<file path="src/rtl/regfile_mp_sb_if.sv">
// rtl/regfile_mp_sb_if.sv - write, reserve, read and clear bus of the multi-port scoreboarded register file
interface regfile_mp_sb_if #(
  parameter int XLEN  = 32,
  parameter int NREGS = 32,
  parameter int NRD   = 2
);
  localparam int AW = $clog2(NREGS);

  logic                wr_en;
  logic [AW-1:0]       wr_idx_in;
  logic [XLEN-1:0]     wr_data_in;
  logic [NRD*AW-1:0]   rd_idx_in;
  logic [NRD*XLEN-1:0] rd_data_out;
  logic [NRD-1:0]      rd_pend_out;
  logic                rsv_en;
  logic [AW-1:0]       rsv_idx_in;
  logic [NREGS-1:0]    pend_out;
  logic                clr_req_in;
  logic                clr_busy_out;

  modport master (
    output wr_en, wr_idx_in, wr_data_in, rd_idx_in, rsv_en, rsv_idx_in, clr_req_in,
    input  rd_data_out, rd_pend_out, pend_out, clr_busy_out
  );

  modport slave (
    input  wr_en, wr_idx_in, wr_data_in, rd_idx_in, rsv_en, rsv_idx_in, clr_req_in,
    output rd_data_out, rd_pend_out, pend_out, clr_busy_out
  );
endinterface

</file>
<file path="src/rtl/regfile_mp_sb.sv">
// rtl/regfile_mp_sb.sv - register file with x0=0, per-register pending bits and a sequential clear sweep
// Optional write-to-read forwarding: REGFILE_BYPASS_EN
module regfile_mp_sb #(
  parameter int XLEN  = 32,
  parameter int NREGS = 32,
  parameter int NRD   = 2
) (
  input  logic            clkin,
  input  logic            nrst_in,
  regfile_mp_sb_if.slave  bus
);
  localparam int AW = $clog2(NREGS);

  typedef enum logic {IDLE = 1'b0, CLEAR = 1'b1} state_t;

  state_t            state_q, state_d;
  logic [AW-1:0]     cnt_q;
  logic [XLEN-1:0]   regs_q [NREGS];
  logic [NREGS-1:0]  pend_q;
  logic              idle, wr_ok, rsv_ok, clr_last;
  logic [NRD*XLEN-1:0] rd_data;
  logic [NRD-1:0]      rd_pend;

  assign idle     = (state_q == IDLE);
  assign wr_ok    = bus.wr_en  && idle && (bus.wr_idx_in  != '0);
  assign rsv_ok   = bus.rsv_en && idle && (bus.rsv_idx_in != '0);
  assign clr_last = (cnt_q == AW'(NREGS - 1));

  always_comb begin
    state_d = state_q;
    case (state_q)
      IDLE:    if (bus.clr_req_in) state_d = CLEAR;
      CLEAR:   if (clr_last)       state_d = IDLE;
      default: state_d = IDLE;
    endcase
  end

  // The sweep starts at 1: entry 0 is never written, so it needs no clearing.
  always_ff @(posedge clkin or negedge nrst_in) begin
    if (!nrst_in) begin
      state_q <= IDLE;
      cnt_q   <= '0;
    end else begin
      state_q <= state_d;
      if (idle && bus.clr_req_in)
        cnt_q <= AW'(1);
      else if (!idle && !clr_last)
        cnt_q <= cnt_q + AW'(1);
    end
  end

  always_ff @(posedge clkin or negedge nrst_in) begin
    if (!nrst_in) begin
      for (int i = 0; i < NREGS; i++) regs_q[i] <= '0;
    end else if (!idle) begin
      regs_q[cnt_q] <= '0;
    end else if (wr_ok) begin
      regs_q[bus.wr_idx_in] <= bus.wr_data_in;
    end
  end

  // Reserve is applied after the writeback clear so a same-index reserve keeps the entry pending.
  always_ff @(posedge clkin or negedge nrst_in) begin
    if (!nrst_in) begin
      pend_q <= '0;
    end else if (!idle) begin
      pend_q[cnt_q] <= 1'b0;
    end else begin
      if (wr_ok)  pend_q[bus.wr_idx_in]  <= 1'b0;
      if (rsv_ok) pend_q[bus.rsv_idx_in] <= 1'b1;
    end
  end

  always_comb begin
    logic [AW-1:0] idx;
    idx     = '0;
    rd_data = '0;
    rd_pend = '0;
    for (int k = 0; k < NRD; k++) begin
      idx = bus.rd_idx_in[k*AW +: AW];
      if (idx != '0) begin
        rd_data[k*XLEN +: XLEN] = regs_q[idx];
        rd_pend[k]              = pend_q[idx];
`ifdef REGFILE_BYPASS_EN
        if (wr_ok && (bus.wr_idx_in == idx)) begin
          rd_data[k*XLEN +: XLEN] = bus.wr_data_in;
          rd_pend[k]              = rsv_ok && (bus.rsv_idx_in == idx);
        end
`endif
      end
    end
  end

  assign bus.rd_data_out  = rd_data;
  assign bus.rd_pend_out  = rd_pend;
  assign bus.pend_out     = pend_q;
  assign bus.clr_busy_out = !idle;
endmodule

</file>
<file path="src/flat_wrapper.sv">
// flat-port wrapper written by rule: the top's interface ports become plain ports
module regfile_mp_sb_flat 
#(
  parameter int XLEN  = 32,
  parameter int NREGS = 32,
  parameter int NRD   = 2
)
  (clkin, nrst_in, bus_wr_en, bus_wr_idx_in, bus_wr_data_in, bus_rd_idx_in, bus_rsv_en, bus_rsv_idx_in, bus_clr_req_in, bus_rd_data_out, bus_rd_pend_out, bus_pend_out, bus_clr_busy_out);
  regfile_mp_sb_if #(.XLEN(XLEN), .NREGS(NREGS), .NRD(NRD)) bus_i ();
  input  logic clkin;
  input  logic nrst_in;
  input wire logic [$bits(bus_i.wr_en)-1:0] bus_wr_en;
  input wire logic [$bits(bus_i.wr_idx_in)-1:0] bus_wr_idx_in;
  input wire logic [$bits(bus_i.wr_data_in)-1:0] bus_wr_data_in;
  input wire logic [$bits(bus_i.rd_idx_in)-1:0] bus_rd_idx_in;
  input wire logic [$bits(bus_i.rsv_en)-1:0] bus_rsv_en;
  input wire logic [$bits(bus_i.rsv_idx_in)-1:0] bus_rsv_idx_in;
  input wire logic [$bits(bus_i.clr_req_in)-1:0] bus_clr_req_in;
  output wire logic [$bits(bus_i.rd_data_out)-1:0] bus_rd_data_out;
  output wire logic [$bits(bus_i.rd_pend_out)-1:0] bus_rd_pend_out;
  output wire logic [$bits(bus_i.pend_out)-1:0] bus_pend_out;
  output wire logic [$bits(bus_i.clr_busy_out)-1:0] bus_clr_busy_out;
  assign bus_i.wr_en = bus_wr_en;
  assign bus_i.wr_idx_in = bus_wr_idx_in;
  assign bus_i.wr_data_in = bus_wr_data_in;
  assign bus_i.rd_idx_in = bus_rd_idx_in;
  assign bus_i.rsv_en = bus_rsv_en;
  assign bus_i.rsv_idx_in = bus_rsv_idx_in;
  assign bus_i.clr_req_in = bus_clr_req_in;
  assign bus_rd_data_out = bus_i.rd_data_out;
  assign bus_rd_pend_out = bus_i.rd_pend_out;
  assign bus_pend_out = bus_i.pend_out;
  assign bus_clr_busy_out = bus_i.clr_busy_out;
  regfile_mp_sb #(.XLEN(XLEN), .NREGS(NREGS), .NRD(NRD)) u_core (.clkin(clkin), .nrst_in(nrst_in), .bus(bus_i));
endmodule
</file>
<file path="config.mk">
export PLATFORM = sky130hd
export DESIGN_NAME = regfile_mp_sb_flat
export DESIGN_NICKNAME = d
export VERILOG_FILES = /design/src/rtl/regfile_mp_sb_if.sv /design/src/rtl/regfile_mp_sb.sv /design/src/flat_wrapper.sv
export SDC_FILE = /design/constraint.sdc
export NUM_CORES = 2
export LEC_CHECK = 0
export CAP_MARGIN = 30
export CORE_MARGIN = 4
export CORE_UTILIZATION = 65
export DETAILED_ROUTE_END_ITERATION = 16
export HOLD_SLACK_MARGIN = 0.03
export PLACE_DENSITY = 0.82
export SYNTH_ARGS = -nofsm -noshare
export SYNTH_HDL_FRONTEND = slang
export SYNTH_SLANG_ARGS = --single-unit
</file>
<file path="constraint.sdc">
create_clock -name clkin -period 3.9 [get_ports clkin]
set_input_delay 0.78 -clock clkin [delete_from_list [all_inputs] [get_ports clkin]]
set_output_delay 0.78 -clock clkin [all_outputs]
set_load 0.01 [all_outputs]
</file>
Yosys cells after proc, flatten, opt, wreduce, memory -nomap -nowiden
Index checks and enable logic that the tools add are counted.

word-level totals
  register bits = 1062
  input port bits = 57
  output and inout bits = 99
  word-level logic and storage cells = 117

operators by class
  add/sub/neg operators = 1
  $lt $le $gt $ge = 14
  eq/ne operators = 1
  multiplexer cells = 36
  bitwise logic cells = 12
  reductions and logical operators = 18

operators with widths
  kind                                                               count
  2-to-1 mux 1024 bit                                                2
  AND 1024 bit                                                       1
  bitwise mux 1024 bit                                               1
  NOT 1024 bit                                                       1
  2-to-1 mux 32 bit                                                  12
  binary-select mux 32 bit (select 5 bit)                            2
  demux 32 bit (select 5 bit)                                        2
  AND 32 bit                                                         2
  NOT 32 bit                                                         2
  OR 32 bit                                                          1
  less-than comparator 5 x 6 -> 1 bit, second input constant         5
  greater-or-equal comparator 6 bit, second input constant           4
  NOT 5 -> 6 bit                                                     4
  nonzero test 5 bit                                                 4
  demux 1 bit (select 5 bit)                                         3
  greater-or-equal comparator 5 x 1 -> 1 bit, second input constant  3
  less-than comparator 6 x 1 -> 1 bit, second input constant         2
  logical AND 1 bit                                                  11
  binary-select mux 1 bit (select 5 bit)                             2
  2-to-1 mux 5 bit                                                   2
  2-to-1 mux 1 bit                                                   9
  adder 5 x 1 -> 5 bit, second input constant                        1
  equality test 5 bit, second input constant                         1
  nonzero test 2 bit                                                 2
  other kinds (3)                                                    3

Depth between registers and ports, before layout
  word-level depth = 11
  gate-level depth with buffers = 8
  depth with buffers taken out = 7

Worst setup path after synthesis
No wires, ideal clock.

  path type = input -> output
  start point = input bus_rd_idx_in[5]
  end point = output bus_rd_data_out[36]
  arrival = 2298 ps
  required time = 3120 ps
  slack = 822 ps
  stages = 7
  buffers on the path = 4
  cells stage by stage = buf_2 buf_2 and2_1 clkbuf_1 buf_2 a22oi_1 a311oi_1

on the way
  longest elaborated chain between the ends = 5
  elaborated cells between the ends (all ways) = 6
  those cells by class = mux: 4; bitwise: 1; reduce/logical: 1

RTL lines
  element                                                line                 RTL
  start, declared                                        flat_wrapper.sv:15   input wire logic [$bits(bus_i.rd_idx_in)-1:0] bus_rd_idx_in;
  NOT 5 -> 6 bit (not written as such)                   regfile_mp_sb.sv:82  rd_data[k*XLEN +: XLEN] = regs_q[idx];
  binary-select mux 32 bit (select 5 bit)                regfile_mp_sb.sv:82
  2-to-1 mux 32 bit (not written as such) (2 in series)  regfile_mp_sb.sv:82
  2-to-1 mux 32 bit (*)                                  regfile_mp_sb.sv:81  if (idx != '0) begin
  end, declared                                          flat_wrapper.sv:19   output wire logic [$bits(bus_i.rd_data_out)-1:0] bus_rd_data_out;

Mark *: on every way between the ends. The rest lies on a longest branch, timed or not. The select of a mux whose other input is x is not followed.

Worst setup path after layout
  start point = input bus_rd_idx_in[2]
  end point = output bus_rd_data_out[1]

The elaborated chain is that of the path after synthesis.

==> results.sh <==
export IMPL_ys_async_sr_fraction_pct=100
export IMPL_synth_top_family_by_area="multiplexers"
export IMPL_tightest_slew_ns=0.949
export IMPL_post_route_worst_setup_slack_ns=-0.214
export IMPL_dp_slack_ns=-0.405
export IMPL_synth_warnings=0
export IMPL_cp_max_fo=27
export IMPL_cp_end_kind="output pin"
export IMPL_crit_buf_inv=4
export IMPL_globalRouteOverflowTotal=0
export IMPL_synth_edf_count=0
export IMPL_stdcell_area_mm2=0.0656
export IMPL_grt_pass1_wl_um=323000
export IMPL_tritoncts="yes"
export IMPL_finalHoldViolCount=0
export IMPL_htreeDepth=3
export IMPL_synth_xor_area_share_pct=0.0480
export IMPL_final_nets=4299
export IMPL_first_global_vias=47509
export IMPL_period_needed_ns=4.11
export IMPL_ant_nets=0
export IMPL_synth_seq_cells=1062
export IMPL_gp_congestion=0.991
export IMPL_skew_ns=0.0332
export IMPL_status="complete, but fails checks"
export IMPL_hold_path_class="input pin to asynchronous set/reset pin"
export IMPL_synth_fa_ha_area_share_pct=0.114
export IMPL_n_fill_cell=4511
export IMPL_top_level_ports=156
export IMPL_first_iter_violations=8408
export IMPL_antenna_found_initial=12
export IMPL_core_area_mm2=0.0836
export IMPL_drv_slew=0
export IMPL_slowest_delay_ns=0.59
export IMPL_syn_area_mm2=0.0547
export IMPL_period_share_pct=105
export IMPL_critPathArrivalTime_ns=3.33
export IMPL_p_total_mw=30.2
export IMPL_place_area_mm2=0.0610
export IMPL_postRouteWirelength_um=221000
export IMPL_crit_path_start_kind="input pin"
export IMPL_io_buffer_count=155
export IMPL_synthFlopType="dfrtp_1"
export IMPL_cp_common_cell="buf_16"
export IMPL_finalSetupViolCount=9
export IMPL_rsz0062_at_grt="yes"
export IMPL_timing_fmax_mhz=243
export IMPL_drtPass1Iterations=9
export IMPL_drive_gt1_share_pct=33.3
export IMPL_grt_max_degree=108
export IMPL_clk_latency_ns=0.72
export IMPL_path_class="input pin to output pin"
export IMPL_track_usage_pct=49.6
export IMPL_vias_per_cell=8.69
export IMPL_cts_buffer_depth=3
export IMPL_dieArea_mm2=0.0889
export IMPL_irDropWorstVdd_mv=0.432
export IMPL_cts_num_sinks=1062
export IMPL_yosysSeqAreaShare_pct=48.6
export IMPL_via_count=46960
export IMPL_rows=106
export IMPL_synth_compound_area_share_pct=21.7
export IMPL_seq_area_mm2=0.0266
export IMPL_path_delay_family="buffers and inverters"
export IMPL_die_h_um=298
export IMPL_start_util_pct=65.5
export IMPL_slowest_stage="a22oi_1"
export IMPL_clk_pin_slew_ns=0.06
export IMPL_cap_violations=0
export IMPL_slew_headroom_pct=36.8
export IMPL_multi_input_comb_area_mm2=0.0271
export IMPL_syn_inst=3920
export IMPL_syn_nets=3982
export IMPL_required_ns=3.12
export IMPL_hold_buffers=0
export IMPL_post_drt_wl_per_cell_um=40.8
export IMPL_numCtsBuffers=108
export IMPL_cts_root_buf="clkbuf_16"
export IMPL_dpl_hpwl_um=133000
export IMPL_synthMuxAreaShare_pct=22.8
export IMPL_p_per_area_mw_per_mm2=460
export IMPL_path_cells="buf_16 > buf_16 > buf_4 > mux4_2 > a22oi_1 > a311oi_2 > clkdlybuf4s50_1"
export IMPL_avgSynthCellArea_um2=14.0
export IMPL_route_detailed_drc=0
export IMPL_violations="setup timing"
export IMPL_yosys_area_share_simple_pct=2.64
export IMPL_leakagePower_nw=29.3
export IMPL_area_growth_pct=19.9
export IMPL_die_width_um=298
export IMPL_ys_types=50
-- metal layers --
metal	global-route usage, %	vias up	wire length, µm
met5	0	-	170
met4	36.9	10	22200
met3	24.0	1583	37800
met2	68.6	5479	92200
met1	60.6	23240	68400
li1	-	16648	-
-- through the flow --
step | TNS (ns) | instances | hold WS, ns | util, %
final | -0.544 | 5405 | 0.111 | 78.6
after global routing | -0.464 | 5400 | 0.142 | 78.6
after global placement | -1.89 | 5190 | 0.484 | 73.0
after detailed placement | -2.23 | 5191 | 0.491 | 73.0
after floorplan | 0 | 3920 | 0.467 | -
after CTS | -0.0207 | 5391 | 0.161 | 77.8
-- cell families after synthesis --
kind of cell,Yosys count
xor+xnor,3
fa+ha+maj,5
flops,1062
buf+inv,513
simple gates,235
mux,663
compound gates,1439
-- registers in the layout, indices dropped and copies added (netlist names) --
register and count:
u_core.bus.clr_busy_out 1, u_core.bus.pend_out 32, u_core.cnt_q 5, u_core.regs_q 1024
-- cells in the final DEF, fill, tap and decap left out, types with 21 or more instances in the layout --
| cell | n |
|---|---|
| mux2_2 | 68 |
| a22o_1 | 1020 |
| and2_1 | 39 |
| mux4_2 | 462 |
| a22oi_1 | 53 |
| a21oi_4 | 31 |
| o21ai_0 | 74 |
| a221oi_1 | 40 |
| clkbuf_8 | 22 |
| a311oi_1 | 30 |
| buf_4 | 464 |
| clkdlybuf4s50_1 | 126 |
| buf_12 | 71 |
| a211oi_1 | 49 |
| clkbuf_16 | 111 |
| clkinv_2 | 21 |
| clkbuf_1 | 26 |
| mux2i_1 | 133 |
| nand2_1 | 41 |
| o21ai_1 | 34 |
| a311oi_2 | 29 |
| dfrtp_1 | 1062 |
| nor2b_1 | 66 |
| nor2_4 | 26 |
-- power by group --
| group | internal, mW | switching [mW] | total, mW |
|---|---|---|---|
| Sequential | 12.0 | 1.03 | 13.0 |
| Combinational | 2.76 | 3.65 | 6.42 |
| Clock | 6.15 | 4.61 | 10.8 |
| Total | 20.9 | 9.29 | 30.2 |
-- final timing paths --
path	slack (ns)	cells after the start	startpoint	to
max	-0.21	7	bus_rd_idx_in[2]	bus_rd_data_out[1]
min	0.11	1	nrst_in	u_core.regs_q[1]
max reg2reg	1.01	6	u_core.bus.clr_busy_out	u_core.regs_q[632]
min reg2reg	0.52	1	u_core.regs_q[994]	u_core.regs_q[994]
max in group asynchronous	2.61	2	nrst_in	u_core.regs_q[543]
min in group clkin	0.52	1	u_core.regs_q[994]	u_core.regs_q[994]
-- synth_stat cells (all sizes together), types with 41 or more instances --
library cell | n | area, µm²
dfrtp | 1062 | 26600
a22o | 1020 | 8930
mux4 | 462 | 10400
clkbuf | 319 | 1200
buf | 188 | 1000
mux2i | 133 | 1330
o21ai | 119 | 596
nor2b | 71 | 444
mux2 | 68 | 766
a211oi | 66 | 495
a22oi | 66 | 495
a311oi | 66 | 578
a221oi | 50 | 438
nand2 | 41 | 154
-- layout make-up --
class                   count  area share (%)
multi-input cells        2345            41.3
flip-flops and latches   1062            40.5
repair buffers            714            10.7
clock buffers             157            4.78
well taps                1080            2.06
clock inverters            36           0.667
inverters                   6          0.0438
diodes                      5          0.0191
-- what timing repair did --
item,4_1_cts,5_1_grt
setup buffers,6,7
setup endpoints to repair,40,58
pin swaps,3,6
cloned,1,1
gates resized for setup,54,118
(Power assumes the default switching activity.)
